--- src/rtl/guess_pkg.sv ---
// Shared types and encodings for the number-guessing round controller.
package guess_pkg;

    typedef enum logic [2:0] {
        FETCH = 3'd0,
        PLAY  = 3'd1,
        CHECK = 3'd2,
        WIN   = 3'd3,
        LOSE  = 3'd4
    } state_t;

    typedef logic [3:0] bcd_t;

    localparam logic [1:0] HINT_NONE   = 2'b00;
    localparam logic [1:0] HINT_HIGHER = 2'b01;
    localparam logic [1:0] HINT_LOWER  = 2'b10;
    localparam logic [1:0] HINT_EQUAL  = 2'b11;

    localparam logic [1:0] ST_BUSY = 2'b00;
    localparam logic [1:0] ST_WIN  = 2'b01;
    localparam logic [1:0] ST_LOSE = 2'b10;

endpackage

--- src/rtl/bcd_digit_cell.sv ---
// One guess digit: button edge detector feeding a mod-10 counter.
// The button is registered once before the edge compare, so a press lands two clocks later.
module bcd_digit_cell
    import guess_pkg::*;
(
    input  logic clk,
    input  logic clr,
    input  logic btn,
    input  logic en,
    output bcd_t digit
);

    logic btn_q;
    logic btn_prev;
    logic rise;

    assign rise = btn_q & ~btn_prev;

    always_ff @(posedge clk) begin
        if (clr) begin
            btn_q    <= 1'b0;
            btn_prev <= 1'b0;
            digit    <= 4'd0;
        end else begin
            btn_q    <= btn;
            btn_prev <= btn_q;
            if (en && rise) begin
                digit <= (digit == 4'd9) ? 4'd0 : digit + 4'd1;
            end
        end
    end

endmodule

--- src/rtl/guess_round_ctrl.sv ---
// Game controller: fetches targets, edits the BCD guess, compares on confirm
// and tracks round/level/attempts through to WIN or LOSE.
module guess_round_ctrl
    import guess_pkg::*;
#(
    parameter int NUM_DIGITS       = 3,
    parameter int NUM_LEVELS       = 3,
    parameter int ROUNDS_PER_LEVEL = 3,
    parameter int BASE_ATTEMPTS    = 3,
    localparam int DW = 4 * NUM_DIGITS,
    localparam int LW = $clog2(NUM_LEVELS + 1),
    localparam int RW = $clog2(ROUNDS_PER_LEVEL + 1),
    localparam int AW = $clog2(BASE_ATTEMPTS + NUM_LEVELS + 1)
) (
    input  logic                  clk,
    input  logic                  rst,
    input  logic [NUM_DIGITS-1:0] digit_btn,
    input  logic                  confirm_btn,
    output logic                  tgt_req,
    input  logic                  tgt_valid,
    input  logic [DW-1:0]         tgt_bcd,
    output logic [DW-1:0]         guess_bcd,
    output logic [1:0]            hint,
    output logic                  hint_valid,
    output logic [LW-1:0]         level,
    output logic [RW-1:0]         round,
    output logic [AW-1:0]         attempts_left,
    output logic [1:0]            status,
    output state_t                state
);

    // Handshake: a target is taken on any clock where tgt_req && tgt_valid;
    // tgt_req stays high from entry into FETCH until that clock, never withdrawn early.

    state_t          state_q, state_d;
    logic [LW-1:0]   level_q, level_d;
    logic [RW-1:0]   round_q, round_d;
    logic [AW-1:0]   att_q, att_d;
    logic [1:0]      hint_q, hint_d;
    logic            hv_q, hv_d;
    logic            req_q, req_d;
    logic [DW-1:0]   tgt_q, tgt_d;
    logic [DW-1:0]   act_mask;
    logic [DW-1:0]   guess_m;
    logic            conf_q, conf_prev, conf_rise;
    logic            play_edit;
    logic [NUM_DIGITS-1:0] dig_en;

    assign conf_rise = conf_q & ~conf_prev;

    // Confirm wins over digit edges arriving in the same cycle.
    assign play_edit = (state_q == PLAY) && !conf_rise;

    for (genvar g = 0; g < NUM_DIGITS; g++) begin : g_digit
        assign dig_en[g] = play_edit && (g <= int'(level_q));
        bcd_digit_cell u_cell (
            .clk   (clk),
            .clr   (rst),
            .btn   (digit_btn[g]),
            .en    (dig_en[g]),
            .digit (guess_bcd[4*g +: 4])
        );
    end

    always_comb begin
        act_mask = '0;
        for (int i = 0; i < NUM_DIGITS; i++) begin
            act_mask[4*i +: 4] = (i <= int'(level_q)) ? 4'hF : 4'h0;
        end
    end

    assign guess_m = guess_bcd & act_mask;

    always_comb begin
        state_d = state_q;
        level_d = level_q;
        round_d = round_q;
        att_d   = att_q;
        hint_d  = hint_q;
        hv_d    = 1'b0;
        tgt_d   = tgt_q;
        case (state_q)
            FETCH: begin
                if (req_q && tgt_valid) begin
                    tgt_d   = tgt_bcd & act_mask;
                    state_d = PLAY;
                end
            end
            PLAY: begin
                if (conf_rise) state_d = CHECK;
            end
            CHECK: begin
                hv_d = 1'b1;
                // Packed BCD orders the same as its decimal value.
                if (guess_m == tgt_q) begin
                    hint_d = HINT_EQUAL;
                    if (int'(round_q) + 1 < ROUNDS_PER_LEVEL) begin
                        round_d = round_q + RW'(1);
                        state_d = FETCH;
                    end else if (int'(level_q) < NUM_LEVELS - 1) begin
                        level_d = level_q + LW'(1);
                        round_d = '0;
                        att_d   = AW'(BASE_ATTEMPTS) + AW'(level_q) + AW'(1);
                        state_d = FETCH;
                    end else begin
                        state_d = WIN;
                    end
                end else begin
                    hint_d = (tgt_q > guess_m) ? HINT_HIGHER : HINT_LOWER;
                    if (att_q > AW'(1)) begin
                        att_d   = att_q - AW'(1);
                        state_d = PLAY;
                    end else begin
                        att_d   = '0;
                        state_d = LOSE;
                    end
                end
            end
            default: ;
        endcase
        req_d = (state_d == FETCH);
    end

    always_ff @(posedge clk) begin
        if (rst) begin
            state_q   <= FETCH;
            level_q   <= '0;
            round_q   <= '0;
            att_q     <= AW'(BASE_ATTEMPTS);
            hint_q    <= HINT_NONE;
            hv_q      <= 1'b0;
            req_q     <= 1'b0;
            tgt_q     <= '0;
            conf_q    <= 1'b0;
            conf_prev <= 1'b0;
        end else begin
            state_q   <= state_d;
            level_q   <= level_d;
            round_q   <= round_d;
            att_q     <= att_d;
            hint_q    <= hint_d;
            hv_q      <= hv_d;
            req_q     <= req_d;
            tgt_q     <= tgt_d;
            conf_q    <= confirm_btn;
            conf_prev <= conf_q;
        end
    end

    assign tgt_req       = req_q;
    assign hint          = hint_q;
    assign hint_valid    = hv_q;
    assign level         = level_q;
    assign round         = round_q;
    assign attempts_left = att_q;
    assign state         = state_q;
    assign status        = (state_q == WIN)  ? ST_WIN  :
                           (state_q == LOSE) ? ST_LOSE : ST_BUSY;

endmodule

--- config.mk ---
export PLATFORM = sky130hd
export DESIGN_NAME = guess_round_ctrl
export DESIGN_NICKNAME = d
export VERILOG_FILES = /design/src/rtl/guess_pkg.sv /design/src/rtl/bcd_digit_cell.sv /design/src/rtl/guess_round_ctrl.sv
export SDC_FILE = /design/constraint.sdc
export NUM_CORES = 1
export LEC_CHECK = 0
export BUFFER_PORTS_ARGS = -buffer_cell sky130_fd_sc_hd__buf_2
export CAP_MARGIN = 5
export CORE_MARGIN = 1
export CORE_UTILIZATION = 45
export DETAILED_ROUTE_END_ITERATION = 10
export HOLD_SLACK_MARGIN = 0.06
export PLACE_DENSITY = 0.68
export SLEW_MARGIN = 15
export SYNTH_ARGS = -nofsm -noshare
export SYNTH_HDL_FRONTEND = slang
export SYNTH_SLANG_ARGS = --single-unit
--- constraint.sdc ---
create_clock -name clk -period 5.7 [get_ports clk]
set_input_delay 0.57 -clock clk [delete_from_list [all_inputs] [get_ports clk]]
set_output_delay 0.57 -clock clk [all_outputs]
set_load 0.01 [all_outputs]
-- Word-level counts from Yosys, hierarchy flattened
Index checks and enable logic that the tools add are counted.
- reduce and logical (&&, ||, !) cells: 15
- add/subtract/negate cells: 9
- bitwise gates (word level): 11
- $lt $le $gt $ge: 6
- muxes and demuxes: 23
- equal/unequal tests: 10
- operator list (cell ; count):
    $and 12x12->12 ; 2
    $mux 3 ; 8
    $mux 4 ; 5
    $mux 2 ; 8
    $add 4x1->4 const B ; 3
    $eq 12x12->1 ; 1
    $eq 4x4->1 const B ; 3
    $gt 12x12->1 ; 1
    $pmux 3 s3 ; 1
    $logic_and 1x1->1 ; 7
    $eq 3x2->1 const B ; 2
    $logic_not 3->1 ; 2
    $reduce_and 3->1 ; 2
    $not 1->1 ; 5
    $add 2x1->2 const B ; 2
    $and 1x1->1 ; 4
    $reduce_and 4->1 ; 1
    $add 2x1->3 const B ; 1
    $add 2x2->3 const A ; 1
    $add 3x1->3 const B ; 1
    $eq 3x1->1 const B ; 1
    $eq 3x3->1 const B ; 1
    $gt 3x1->1 const B ; 1
    $lt 3x2->1 const B ; 1
    other kinds (10) ; 10
- logic and storage cells: 93
- bits of input ports: 19
- output and inout port bits: 28
- register bits: 46

-- Depth between registers and ports, before layout
Gate-level depths: netlist (run 1).
- depth after elaboration: 7
- mapped depth: 11
- gate-level depth less buffers: 10

-- Hierarchy
A second synthesis (run 1) with hierarchy kept.
- cell total of the unflattened synthesis: 262
- area total of the unflattened synthesis: 2275.9 um^2
- by module, submodules not included (module ; cells each ; times used ; seq. area each (um^2) ; area each (um^2)):
    guess_round_ctrl ; 187 ; 1 ; 560.5 ; 1517.7
    bcd_digit_cell ; 25 ; 3 ; 120.1 ; 252.7

-- Worst setup path before layout (run 1)
Ideal clock, no wire load.
- kind: reg2reg
- start: register level_q[0] (netlist: level[0])
- end: register req_q (netlist: tgt_req)
- buffers on the path: 1
- required time: 5.584 ns
- clock period less this slack: 2.520 ns
- setup time: 0.116 ns
- stages on the path, launching flop included: 12
- slack: 3.180 ns
- data arrival time: 2.404 ns
- cell sequence: dfxtp_1 > inv_1 > ha_1 > or2_2 > clkbuf_1 > nand2_1 > ha_1 > nand4_2 > nor3_4 > nand2_1 > o31a_1 > and4_1
- word-level cells in the longest chain between the ends: 7
- elaborated cells between the ends (all ways): 12
- classes of those cells: order compare (3); eq/ne (1); mux (6); bitwise (1); reduce/logical (1)
- RTL lines (element ; line ; text):
    start: declaration ; guess_round_ctrl.sv:36 ; logic [LW-1:0] level_q, level_d;
    start signal: assignment ; guess_round_ctrl.sv:138 ; level_q <= level_d;
    $le 1x2->1 / $le 2x2->1 (equally long branches) ; guess_round_ctrl.sv:68 ; act_mask[4*i +: 4] = (i <= int'(level_q)) ? 4'hF : 4'h0;
    $mux 4 ; guess_round_ctrl.sv:68 ;
    $and 12x12->12 ; guess_round_ctrl.sv:72 ; assign guess_m = guess_bcd & act_mask;
    $eq 12x12->1 ; guess_round_ctrl.sv:95 ; if (guess_m == tgt_q) begin
    $mux 3 (*) ; guess_round_ctrl.sv:95 ;
    $pmux 3 s3 (*) ; guess_round_ctrl.sv:82 ; case (state_q)
    $logic_not 3->1 (*) ; guess_round_ctrl.sv:121 ; req_d = (state_d == FETCH);
    end signal: assignment ; guess_round_ctrl.sv:143 ; req_q <= req_d;
    end: declaration ; guess_round_ctrl.sv:41 ; logic req_q, req_d;
Mark *: on every way between the ends. The rest lies on a longest branch, timed or not.
A chain may end at the register's enable or synchronous reset.

-- Worst setup path after layout (run 1)
- start: register level_q[1] (netlist: level[1])
- end: register att_q[0] (netlist: attempts_left[0])
- word-level cells in the longest chain between the ends: 6
- elaborated cells between the ends (all ways): 11
- classes of those cells: order compare (3); eq/ne (3); mux (3); bitwise (1); reduce/logical (1)
- RTL lines (element ; line ; text):
    $le 1x2->1 / $le 2x2->1 (equally long branches) ; guess_round_ctrl.sv:68 ;
    $mux 4 ; guess_round_ctrl.sv:68 ;
    $and 12x12->12 ; guess_round_ctrl.sv:72 ;
    $eq 12x12->1 ; guess_round_ctrl.sv:95 ;
    $ne 2x1->1 (no source line) / $ne 2x2->1 (equally long branches) ; - ;
    $reduce_and 3->1 (no source line) ; - ;
    end signal: assignment ; guess_round_ctrl.sv:129 ; att_q <= AW'(BASE_ATTEMPTS);
    end signal: assignment ; guess_round_ctrl.sv:140 ; att_q <= att_d;
    end: declaration ; guess_round_ctrl.sv:38 ; logic [AW-1:0] att_q, att_d;
Several ways; a longest one is shown, not always the timed one.

==> results of run 1 <==
area by class of cell:
| cell class | instances | share of cell area |
|---|---|---|
| flip-flops and latches | 46 | 0.344 |
| inverters | 12 | 0.0168 |
| repair buffers | 46 | 0.0861 |
| multi-input cells | 194 | 0.468 |
| clock inverters | 2 | 0.0225 |
| clock buffers | 6 | 0.0309 |
| well taps | 67 | 0.0314 |
synthesized netlist by cell type, types with 2 or more instances:
| master | instances |
|---|---|
| or2_2 | 2 |
| dfxtp_1 | 46 |
| nor3b_1 | 5 |
| a21oi_1 | 28 |
| o21ai_0 | 8 |
| or3_1 | 3 |
| nand3b_1 | 5 |
| xnor2_1 | 4 |
| nand4_1 | 4 |
| nor2b_1 | 16 |
| nand2_1 | 30 |
| a31oi_1 | 4 |
| inv_1 | 12 |
| nor2_1 | 22 |
| clkbuf_1 | 8 |
| ha_1 | 16 |
| xor2_1 | 3 |
| nand3_1 | 8 |
| nor3_1 | 5 |
| o31a_1 | 2 |
| o211ai_1 | 2 |
| nand2b_1 | 6 |
logic make-up (layout without fill, tap and decap cells):
family                   after synthesis  in the layout  synth area share
AO/OA/AOI/OAI                         52             52             0.135
buffers and inverters                 22             66            0.0414
AND/OR/NAND/NOR                      118            118             0.298
multiplexers                           1              1           0.00442
XOR/XNOR                               7              7            0.0271
adder cells (fa/ha/maj)               16             16            0.0883
flip-flops                            46             46             0.406
flip-flops by register name, summed over array words and instances (netlist names), 2 cells and up:
signal / cells
round: 2
tgt_q: 12
attempts_left: 3
g_digit.u_cell.btn_q: 3
g_digit.u_cell.btn_prev: 3
hint: 2
state: 3
level: 2
g_digit.u_cell.digit: 12
tightest hold or removal path, stage by stage (launching register included):
cell and delay, ns:
dfxtp_1 0.32, nand2_1 0.05, a21oi_1 0.05
how the worst max path moves through the flow:
stage                                startpoint                       endpoint  slack, ns  depth (start not counted)
after CTS                 level[1]$_SDFFE_PP0P_  attempts_left[0]$_SDFFE_PP1P_       2.87                          9
after global placement    level[1]$_SDFFE_PP0P_  attempts_left[0]$_SDFFE_PP1P_       3.01                          9
after global routing      level[1]$_SDFFE_PP0P_  attempts_left[0]$_SDFFE_PP1P_       2.58                          9
final                     level[1]$_SDFFE_PP0P_  attempts_left[0]$_SDFFE_PP1P_       2.90                          9
after detailed placement  level[1]$_SDFFE_PP0P_  attempts_left[0]$_SDFFE_PP1P_       2.90                          9
after floorplan           level[0]$_SDFFE_PP0P_             tgt_req$_SDFF_PP0_       3.18                         11
power breakdown:
part / internal [mW] / total [mW] / switching (mW)
Sequential: 0.328 / 0.333 / 0.00498
Combinational: 0.0212 / 0.0543 / 0.0331
Clock: 0.187 / 0.298 / 0.111
Total: 0.536 / 0.685 / 0.149
metal layers:
layer  part of all wire  up-vias
met2               0.46       51
met5                  0        -
met1               0.48      868
met3              0.048        7
li1                   -      989
met4              0.014        0
==> metrics.csv, run 1 <==
stage,metric,value,unit
worst_setup_path,Worst path most repeated cell,ha_1,
worst_hold_path,hold wc startpoint,tgt_q[0]$_SDFFE_PP0P_,
timing,fin. max-slew vios,0,
timing,Least-Margin Pin Slew,0.928,ns
logic_synthesis,syn nets,297,
grt,Total GRT Usage,0.189,
finish,final cell count without fillers,373,
clocking,CTS Buf Count,5,
floorplanning,die height,73.0,um
finish,storage element area,921,um^2
floorplanning,Rows,25,
grt,first-pass GRT wire length,7680,um
worst_setup_path,"Buf+Inv Stages, Crit Path",1,
finish,final layout net count,340,
worst_setup_path,max incr delay on CP,0.46,ns
detailed_routing,vias per inst,5.13,
finish,Final Cell Area,0.00267,mm^2
worst_setup_path,cell family with most CP delay,simple AND/OR/NAND/NOR gates,
clocking,root buffer cell,clkbuf_8,
logic_synthesis,number of synthesized flops with an enable pin,0,
detailed_routing,Vias,1915,
worst_setup_path,FF-to-FF Start,level[1]$_SDFFE_PP0P_,
finish,Final Util,0.559,
timing,Min Hold Slack,0.462,ns
floorplanning,DIE AREA,0.00532,mm^2
logic_synthesis,sequential element share of the synthesized area,0.406,
placed_design,Place WS,2.90,ns
power_and_ir_drop,Leak Pwr,1.12,nW
worst_setup_path,critical path cell sequence,inv_1 > ha_1 > nand2b_1 > ha_1 > nand4_1 > nor3_4 > a21oi_1 > a31oi_1 > o211ai_1,
detailed_routing,drt first pass iters,4,
floorplanning,total core area,0.00479,mm^2
clocking,CTS tree,yes,
worst_setup_path,slowest CP cell,nor3_4,
detailed_routing,final wirelength,4810,um
worst_setup_path,R2R depth,9,
floorplanning,Ports,47,
worst_hold_path,worst hold stages,2,
worst_hold_path,worst min-delay path class,reg2reg,
detailed_routing,Routed WL per cell,12.9,um
power_and_ir_drop,PD cells,256,mW/mm^2
clocking,worst-skew pair later-pin latency,0.30,ns
worst_setup_path,CP max FO,10,
grt,Most Crowded Layer GR,met2,
finish,# diodes,0,
logic_synthesis,Avg Synthesized Cell Area,8.65,um^2
timing,Worst slew margin,0.379,
timing,min Tclk post-route,2.80,ns
logic_synthesis,"Async S/R FF share, synth",0,
logic_synthesis,Post-synth top flop,dfxtp_1,
finish,fill count,444,
grt,global route overflow,0,
worst_setup_path,Startpoint Class,register,
timing,final setup fails,0,
clocking,CTS Buffer Depth,2,
worst_setup_path,FF-to-FF End,attempts_left[0]$_SDFFE_PP1P_,
timing,"crit path setup slack, layout",2.90,ns
grt,largest net degree at the start of global routing,46,
timing,final hold violations,0,
placed_design,DP Cell Count,365,
placed_design,gpl congestion,0.770,
clocking,CTS clock-pin slew for the worst setup and hold paths,0.09,ns
floorplanning,Starting Density,0.473,
logic_synthesis,Synth Register Bits,46,
grt,grt met2 use,0.303,
floorplanning,Chip Width,73.0,um
worst_setup_path,crit path kind,reg2reg,
placed_design,PortBufs,46,
timing,clock skew,0.0103,ns
finish,Multi-input gate area,0.00125,mm^2
placed_design,Placed Instance Area,0.00253,mm^2
clocking,clk sinks,46,
grt,met1 Usage GRT,0.247,
placed_design,hpwl dp,3410,um
timing,fmax,357,MHz
grt,vias in the first global route,1672,
detailed_routing,DRC errors left,0,
timing,final setup TNS,0,ns
logic_synthesis,Synth cell types,45,
worst_setup_path,arrival time worst endpoint,2.98,ns
worst_setup_path,Setup crit end kind,register,
timing,Tcrit/Tclk final,0.491,
detailed_routing,Post-DRT Antenna Nets,0,
logic_synthesis,Syn Inst Count,262,
finish,most frequent cells in the layout,"dfxtp_1, buf_2, nand2_1, a21oi_1, nor2_1",
detailed_routing,Iteration-0 DRC Markers,49,
clocking,Post-CTS Resized,0,
finish,Area Overhead vs Synth,18.0,%
clocking,Post-CTS Hold Buffers,0,
worst_hold_path,hold path endpoint,tgt_q[0]$_SDFFE_PP0P_,
power_and_ir_drop,worst vdd ir,173,uV
power_and_ir_drop,"Power, Total",685,uW
flow_run,number of max-cap violations,0,
logic_synthesis,Syn Std Cell Area,0.00227,mm^2
worst_setup_path,R2R Setup Slk,2.90,ns
logic_synthesis,Synth area leaders,"dfxtp_1, ha_1, a21oi_1",
logic_synthesis,top-area cell type share of the netlist area,0.406,
grt,M3 GR Usage,0.0428,
grt,antenna violations before repair,0,
worst_setup_path,WP data required,5.88,ns
logic_synthesis,Synthesis Warnings,0,
timing,RSZ-0062 raised after global routing,false,
finish,proportion of layout cells with a drive suffix above 1,0.212,
clocking,Post-CTS Setup Inserts,0,
clocking,htree depth,2,
outcome,status,"finished, final reports clean",
logic_synthesis,Synth area leader,dfxtp_1,
Power figures use the tool's default switching activity.
==> run 2: changes to the inputs <==
Clock period 5.7 ns to 2.9 ns, I/O delays scaled along.
==> metrics.csv, run 2 (synthesis results as in run 1) <==
stage,metric,value,unit
outcome,status,"finished, final reports clean",
floorplanning,DIE AREA,0.00532,mm^2
worst_setup_path,Startpoint Class,register,
placed_design,hpwl dp,3390,um
floorplanning,total core area,0.00479,mm^2
floorplanning,die height,73.0,um
timing,fmax,381,MHz
worst_setup_path,R2R Setup Slk,0.28,ns
clocking,Post-CTS Hold Buffers,0,
floorplanning,Chip Width,73.0,um
floorplanning,Starting Density,0.473,
grt,first-pass GRT wire length,7550,um
detailed_routing,Routed WL per cell,12.3,um
detailed_routing,final wirelength,4660,um
grt,met1 Usage GRT,0.260,
finish,biggest regs,"g_digit.u_cell.digit (12), tgt_q (12)",
finish,proportion of layout cells with a drive suffix above 1,0.223,
power_and_ir_drop,Leak Pwr,1.11,nW
clocking,clk sinks,46,
timing,Min Hold Slack,0.189,ns
grt,grt met2 use,0.283,
clocking,Post-CTS Resized,0,
grt,largest net degree at the start of global routing,37,
clocking,Post-CTS Setup Inserts,0,
placed_design,Placed Instance Area,0.00255,mm^2
finish,final cell count without fillers,377,
clocking,CTS Buf Count,5,
grt,Total GRT Usage,0.187,
timing,RSZ-0062 raised after global routing,false,
timing,Least-Margin Pin Slew,0.481,ns
worst_setup_path,arrival time worst endpoint,2.83,ns
timing,clock skew,0.00656,ns
clocking,worst-skew pair later-pin latency,0.30,ns
timing,min Tclk post-route,2.62,ns
flow_run,number of max-cap violations,0,
finish,Area Overhead vs Synth,17.2,%
grt,Most Crowded Layer GR,met2,
finish,# diodes,0,
detailed_routing,Post-DRT Antenna Nets,0,
placed_design,PortBufs,46,
clocking,CTS tree,yes,
detailed_routing,DRC errors left,0,
clocking,CTS Buffer Depth,2,
finish,most frequent cells in the layout,"dfxtp_1, buf_2, nand2_1, a21oi_1, nor2_1",
power_and_ir_drop,worst vdd ir,296,uV
worst_setup_path,WP data required,3.10,ns
worst_setup_path,crit path kind,reg2reg,
timing,Tcrit/Tclk final,0.904,
floorplanning,Ports,47,
clocking,htree depth,2,
detailed_routing,vias per inst,5.09,
detailed_routing,drt first pass iters,4,
worst_hold_path,worst min-delay path class,in2reg,
worst_setup_path,Setup crit end kind,register,
placed_design,DP Cell Count,368,
finish,Final Util,0.555,
grt,antenna violations before repair,0,
detailed_routing,Vias,1918,
timing,final setup fails,0,
power_and_ir_drop,PD cells,445,mW/mm^2
grt,global route overflow,0,
timing,Worst slew margin,0.671,
grt,M3 GR Usage,0.0539,
timing,final hold violations,0,
finish,final layout net count,344,
floorplanning,Rows,25,
grt,vias in the first global route,1625,
clocking,CTS clock-pin slew for the worst setup and hold paths,0.10,ns
worst_setup_path,CP max FO,10,
detailed_routing,Iteration-0 DRC Markers,72,
finish,Final Cell Area,0.00266,mm^2
clocking,root buffer cell,clkbuf_8,
timing,fin. max-slew vios,0,
timing,final setup TNS,0,ns
placed_design,gpl congestion,0.795,
[run 2: cell types whose count changed in the layout (fill, tap and decap cells not counted)]
cell        before  now
bufinv_16        2    0
buf_4            0    4
clkinvlp_4       0    1
clkinv_4         0    1
clkbuf_8         6    5
inv_6            0    1
[run 2: metal layers]
layer  wire (um)  up-vias  share of wire
li1            -     1000              -
met1        2400      869           0.52
met2        2000       47           0.43
met3         218        2          0.047
met4          32        0         0.0069
met5           0        -              0
[run 2: final cells by class]
class / instances / area (um^2)
clock buffer: 5 / 68.8
clock inverter: 3 / 25.0
fill: 458 / 2130
inverter: 12 / 45.0
multi-input combinational: 194 / 1250
sequential: 46 / 921
tap: 67 / 83.8
timing repair buffer: 50 / 260
[run 2: power by group]
part           internal, mW  switching, mW  leakage (nW)
Sequential            0.644        0.00983         0.373
Clock                 0.174          0.237        0.0447
Combinational        0.0502         0.0658         0.692
[run 2: worst paths after layout]
kind                    startpoint                                 end  depth (start not counted)
max          level[1]$_SDFFE_PP0P_                  tgt_req$_SDFF_PP0_                         10
min                   digit_btn[0]  g_digit[0].u_cell.btn_q$_SDFF_PP0_                          2
max reg2reg  level[1]$_SDFFE_PP0P_                  tgt_req$_SDFF_PP0_                         10
min reg2reg  tgt_q[5]$_SDFFE_PP0P_               tgt_q[5]$_SDFFE_PP0P_                          2
[run 2: critical path, stage by stage, from the launching register on]
cell	delay (ns)
dfxtp_1	0.44
inv_1	0.10
ha_1	0.28
nand2b_1	0.18
ha_1	0.31
nand4_1	0.25
nor3_4	0.25
buf_4	0.19
nand2_1	0.07
o31a_1	0.27
and4_1	0.18
[run 2: stage by stage]
step / setup slack (ns) / power, mW
CTS: 0.193 / 1.19
detailed placement: 0.218 / 0.781
global route: 0.0585 / 1.24
floorplan: 0.380 / 0.742
finish: 0.278 / 1.18
global placement: 0.295 / 0.781
==> run 3: changes to the inputs <==
Settings changed: CORE_ASPECT_RATIO from default to 0.8, PLACE_DENSITY 0.68 to 0.7.
Clock period 2.9 ns to 2.3 ns, I/O delays scaled along.
==> metrics.csv, run 3 (synthesis results as in run 1) <==
stage,metric,value,unit
worst_setup_path,R2R Setup Slk,0.12,ns
timing,clock skew,0.0105,ns
power_and_ir_drop,worst vdd ir,500,uV
power_and_ir_drop,Logic pwr share,0.106,
grt,largest net degree at the start of global routing,25,
worst_setup_path,slowest CP cell,dfxtp_4,
timing,min Tclk post-route,2.18,ns
worst_hold_path,hold wc startpoint,digit_btn[2],
detailed_routing,Vias,1962,
clocking,htree depth,2,
timing,fin. max-slew vios,0,
worst_setup_path,crit path kind,reg2reg,
worst_setup_path,R2R depth,10,
timing,Tcrit/Tclk final,0.947,
worst_setup_path,arrival time worst endpoint,2.37,ns
detailed_routing,Routed WL per cell,12.6,um
floorplanning,total core area,0.00471,mm^2
timing,final setup fails,0,
finish,final layout net count,356,
floorplanning,Ports,47,
clocking,CTS Buf Count,5,
worst_setup_path,FF-to-FF Start,level[0]$_SDFFE_PP0P_,
floorplanning,Chip Width,81.3,um
grt,vias in the first global route,1655,
worst_hold_path,worst min-delay path class,in2reg,
grt,first-pass GRT wire length,7890,um
finish,Final Cell Area,0.00289,mm^2
power_and_ir_drop,PD cells,528,mW/mm^2
floorplanning,Starting Density,0.481,
finish,fill count,415,
worst_setup_path,WP data required,2.49,ns
power_and_ir_drop,Leak Pwr,1.23,nW
finish,proportion of layout cells with a drive suffix above 1,0.307,
floorplanning,die height,65.5,um
timing,Least-Margin Pin Slew,0.429,ns
worst_hold_path,worst hold stages,2,
power_and_ir_drop,internal power,1.16,mW
detailed_routing,vias per inst,5.14,
worst_setup_path,critical path cell sequence,inv_4 > ha_4 > or2_4 > nand2_4 > ha_4 > nand4_4 > nor3_4 > nand2_1 > o31a_1 > and4_1,
clocking,worst-skew pair later-pin latency,0.30,ns
finish,"commonest non-fill, non-tap cell in the layout",buf_2,
clocking,CTS tree,yes,
worst_setup_path,CP max FO,6,
clocking,root buffer cell,clkbuf_8,
grt,Total GRT Usage,0.193,
detailed_routing,DRC errors left,0,
worst_setup_path,max incr delay on CP,0.37,ns
worst_setup_path,Worst path most repeated cell,ha_4,
clocking,Post-CTS Hold Buffers,0,
timing,Worst slew margin,0.713,
finish,biggest regs,"g_digit.u_cell.digit (12), tgt_q (12)",
timing,final setup TNS,0,ns
clocking,CTS Buffer Depth,2,
placed_design,PortBufs,46,
grt,global route overflow,0,
power_and_ir_drop,power share of the sequential group,0.538,
worst_setup_path,Setup crit end kind,register,
finish,most frequent cells in the layout,"buf_2, dfxtp_1, a21oi_1, nand2_1, nor2_1",
worst_setup_path,Startpoint Class,register,
floorplanning,Rows,22,
worst_setup_path,FF-to-FF End,tgt_req$_SDFF_PP0_,
outcome,status,"finished, final reports clean",
finish,Area Overhead vs Synth,27.7,%
flow_run,number of max-cap violations,0,
power_and_ir_drop,Net Sw Power,367,uW
detailed_routing,Post-DRT Antenna Nets,0,
placed_design,gpl congestion,0.882,
placed_design,hpwl dp,3570,um
floorplanning,DIE AREA,0.00533,mm^2
timing,Min Hold Slack,0.144,ns
detailed_routing,Iteration-0 DRC Markers,48,
worst_hold_path,hold path endpoint,g_digit[2].u_cell.btn_q$_SDFF_PP0_,
clocking,clk sinks,46,
placed_design,Placed Instance Area,0.00267,mm^2
power_and_ir_drop,clock share of power,0.355,
power_and_ir_drop,Switching Share,0.241,
detailed_routing,drt first pass iters,4,
finish,# diodes,0,
power_and_ir_drop,"Power, Total",1.53,mW
timing,fmax,459,MHz
detailed_routing,final wirelength,4830,um
grt,antenna violations before repair,0,
timing,final hold violations,0,
clocking,CTS clock-pin slew for the worst setup and hold paths,0.09,ns
==> run 3: per-layer routing <==
metal	wire length (um)	vias up	GRT usage	share of wire
met3	205	5	0.0458	0.042
met1	2500	894	0.289	0.52
met2	2090	42	0.276	0.43
li1	-	1021	-	-
met5	0	-	0	0
met4	38	0	0.0402	0.0079
==> run 3: critical path, delay by kind of cell, from the launching register on <==
kind	cells	cell delay, ns
buffers and inverters	1	0.04
AO/OA/AOI/OAI	1	0.30
AND/OR/NAND/NOR	6	1.05
flip-flops	1	0.37
adder cells (fa/ha/maj)	2	0.30
==> run 3: area by class of cell <==
cell class	count	area, um^2	area share
Clock buffer	7	96.3	0.0333
Clock inverter	1	8.76	0.00303
Inverter	12	47.5	0.0164
Multi-Input combinational cell	194	1390	0.479
Sequential cell	46	928	0.321
Tap cell	60	75.1	0.0259
Timing Repair Buffer	62	350	0.121
==> run 3: how the worst max path moves through the flow <==
stage / cells after the start / to / slack [ns] / start
global route: 10 / level[0]$_SDFFE_PP0P_ / -0.02 / level[1]$_SDFFE_PP0P_
global placement: 10 / hint[0]$_SDFFE_PP0P_ / 0.06 / level[0]$_SDFFE_PP0P_
finish: 10 / tgt_req$_SDFF_PP0_ / 0.12 / level[0]$_SDFFE_PP0P_
CTS: 10 / hint[0]$_SDFFE_PP0P_ / 0.03 / level[0]$_SDFFE_PP0P_
detailed placement: 10 / hint[0]$_SDFFE_PP0P_ / -0.004 / level[0]$_SDFFE_PP0P_
floorplan: 11 / tgt_req$_SDFF_PP0_ / 0.001 / level[0]$_SDFFE_PP0P_
==> run 3: power by group through the flow <==
stage                     registers, mW  clock network, mW  logic [mW]
after floorplan                   0.838                  0      0.0975
after global placement            0.841                  0       0.151
after detailed placement          0.840                  0       0.151
after CTS                         0.822              0.558       0.155
after global routing              0.824              0.594       0.179
final                             0.822              0.542       0.163
==> run 3: per-stage QoR <==
| stage | instances | utilization | setup WS [ns] |
|---|---|---|---|
| 6_report | 382 | 0.615 | 0.122 |
| 5_1_grt | 382 | 0.615 | -0.0233 |
| 4_1_cts | 378 | 0.592 | 0.0316 |
| 3_5_place_dp | 370 | 0.568 | -0.00440 |
| 3_3_place_gp | 370 | 0.568 | 0.0580 |
| 2_1_floorplan | 262 | - | 0.00135 |
==> run 3: repair_timing <==
action / CTS / global route
setup endpoints to repair: 1 / 9
buffers inserted: 0 / 4
resized for setup: 2 / 15
pin swaps: 0 / 11
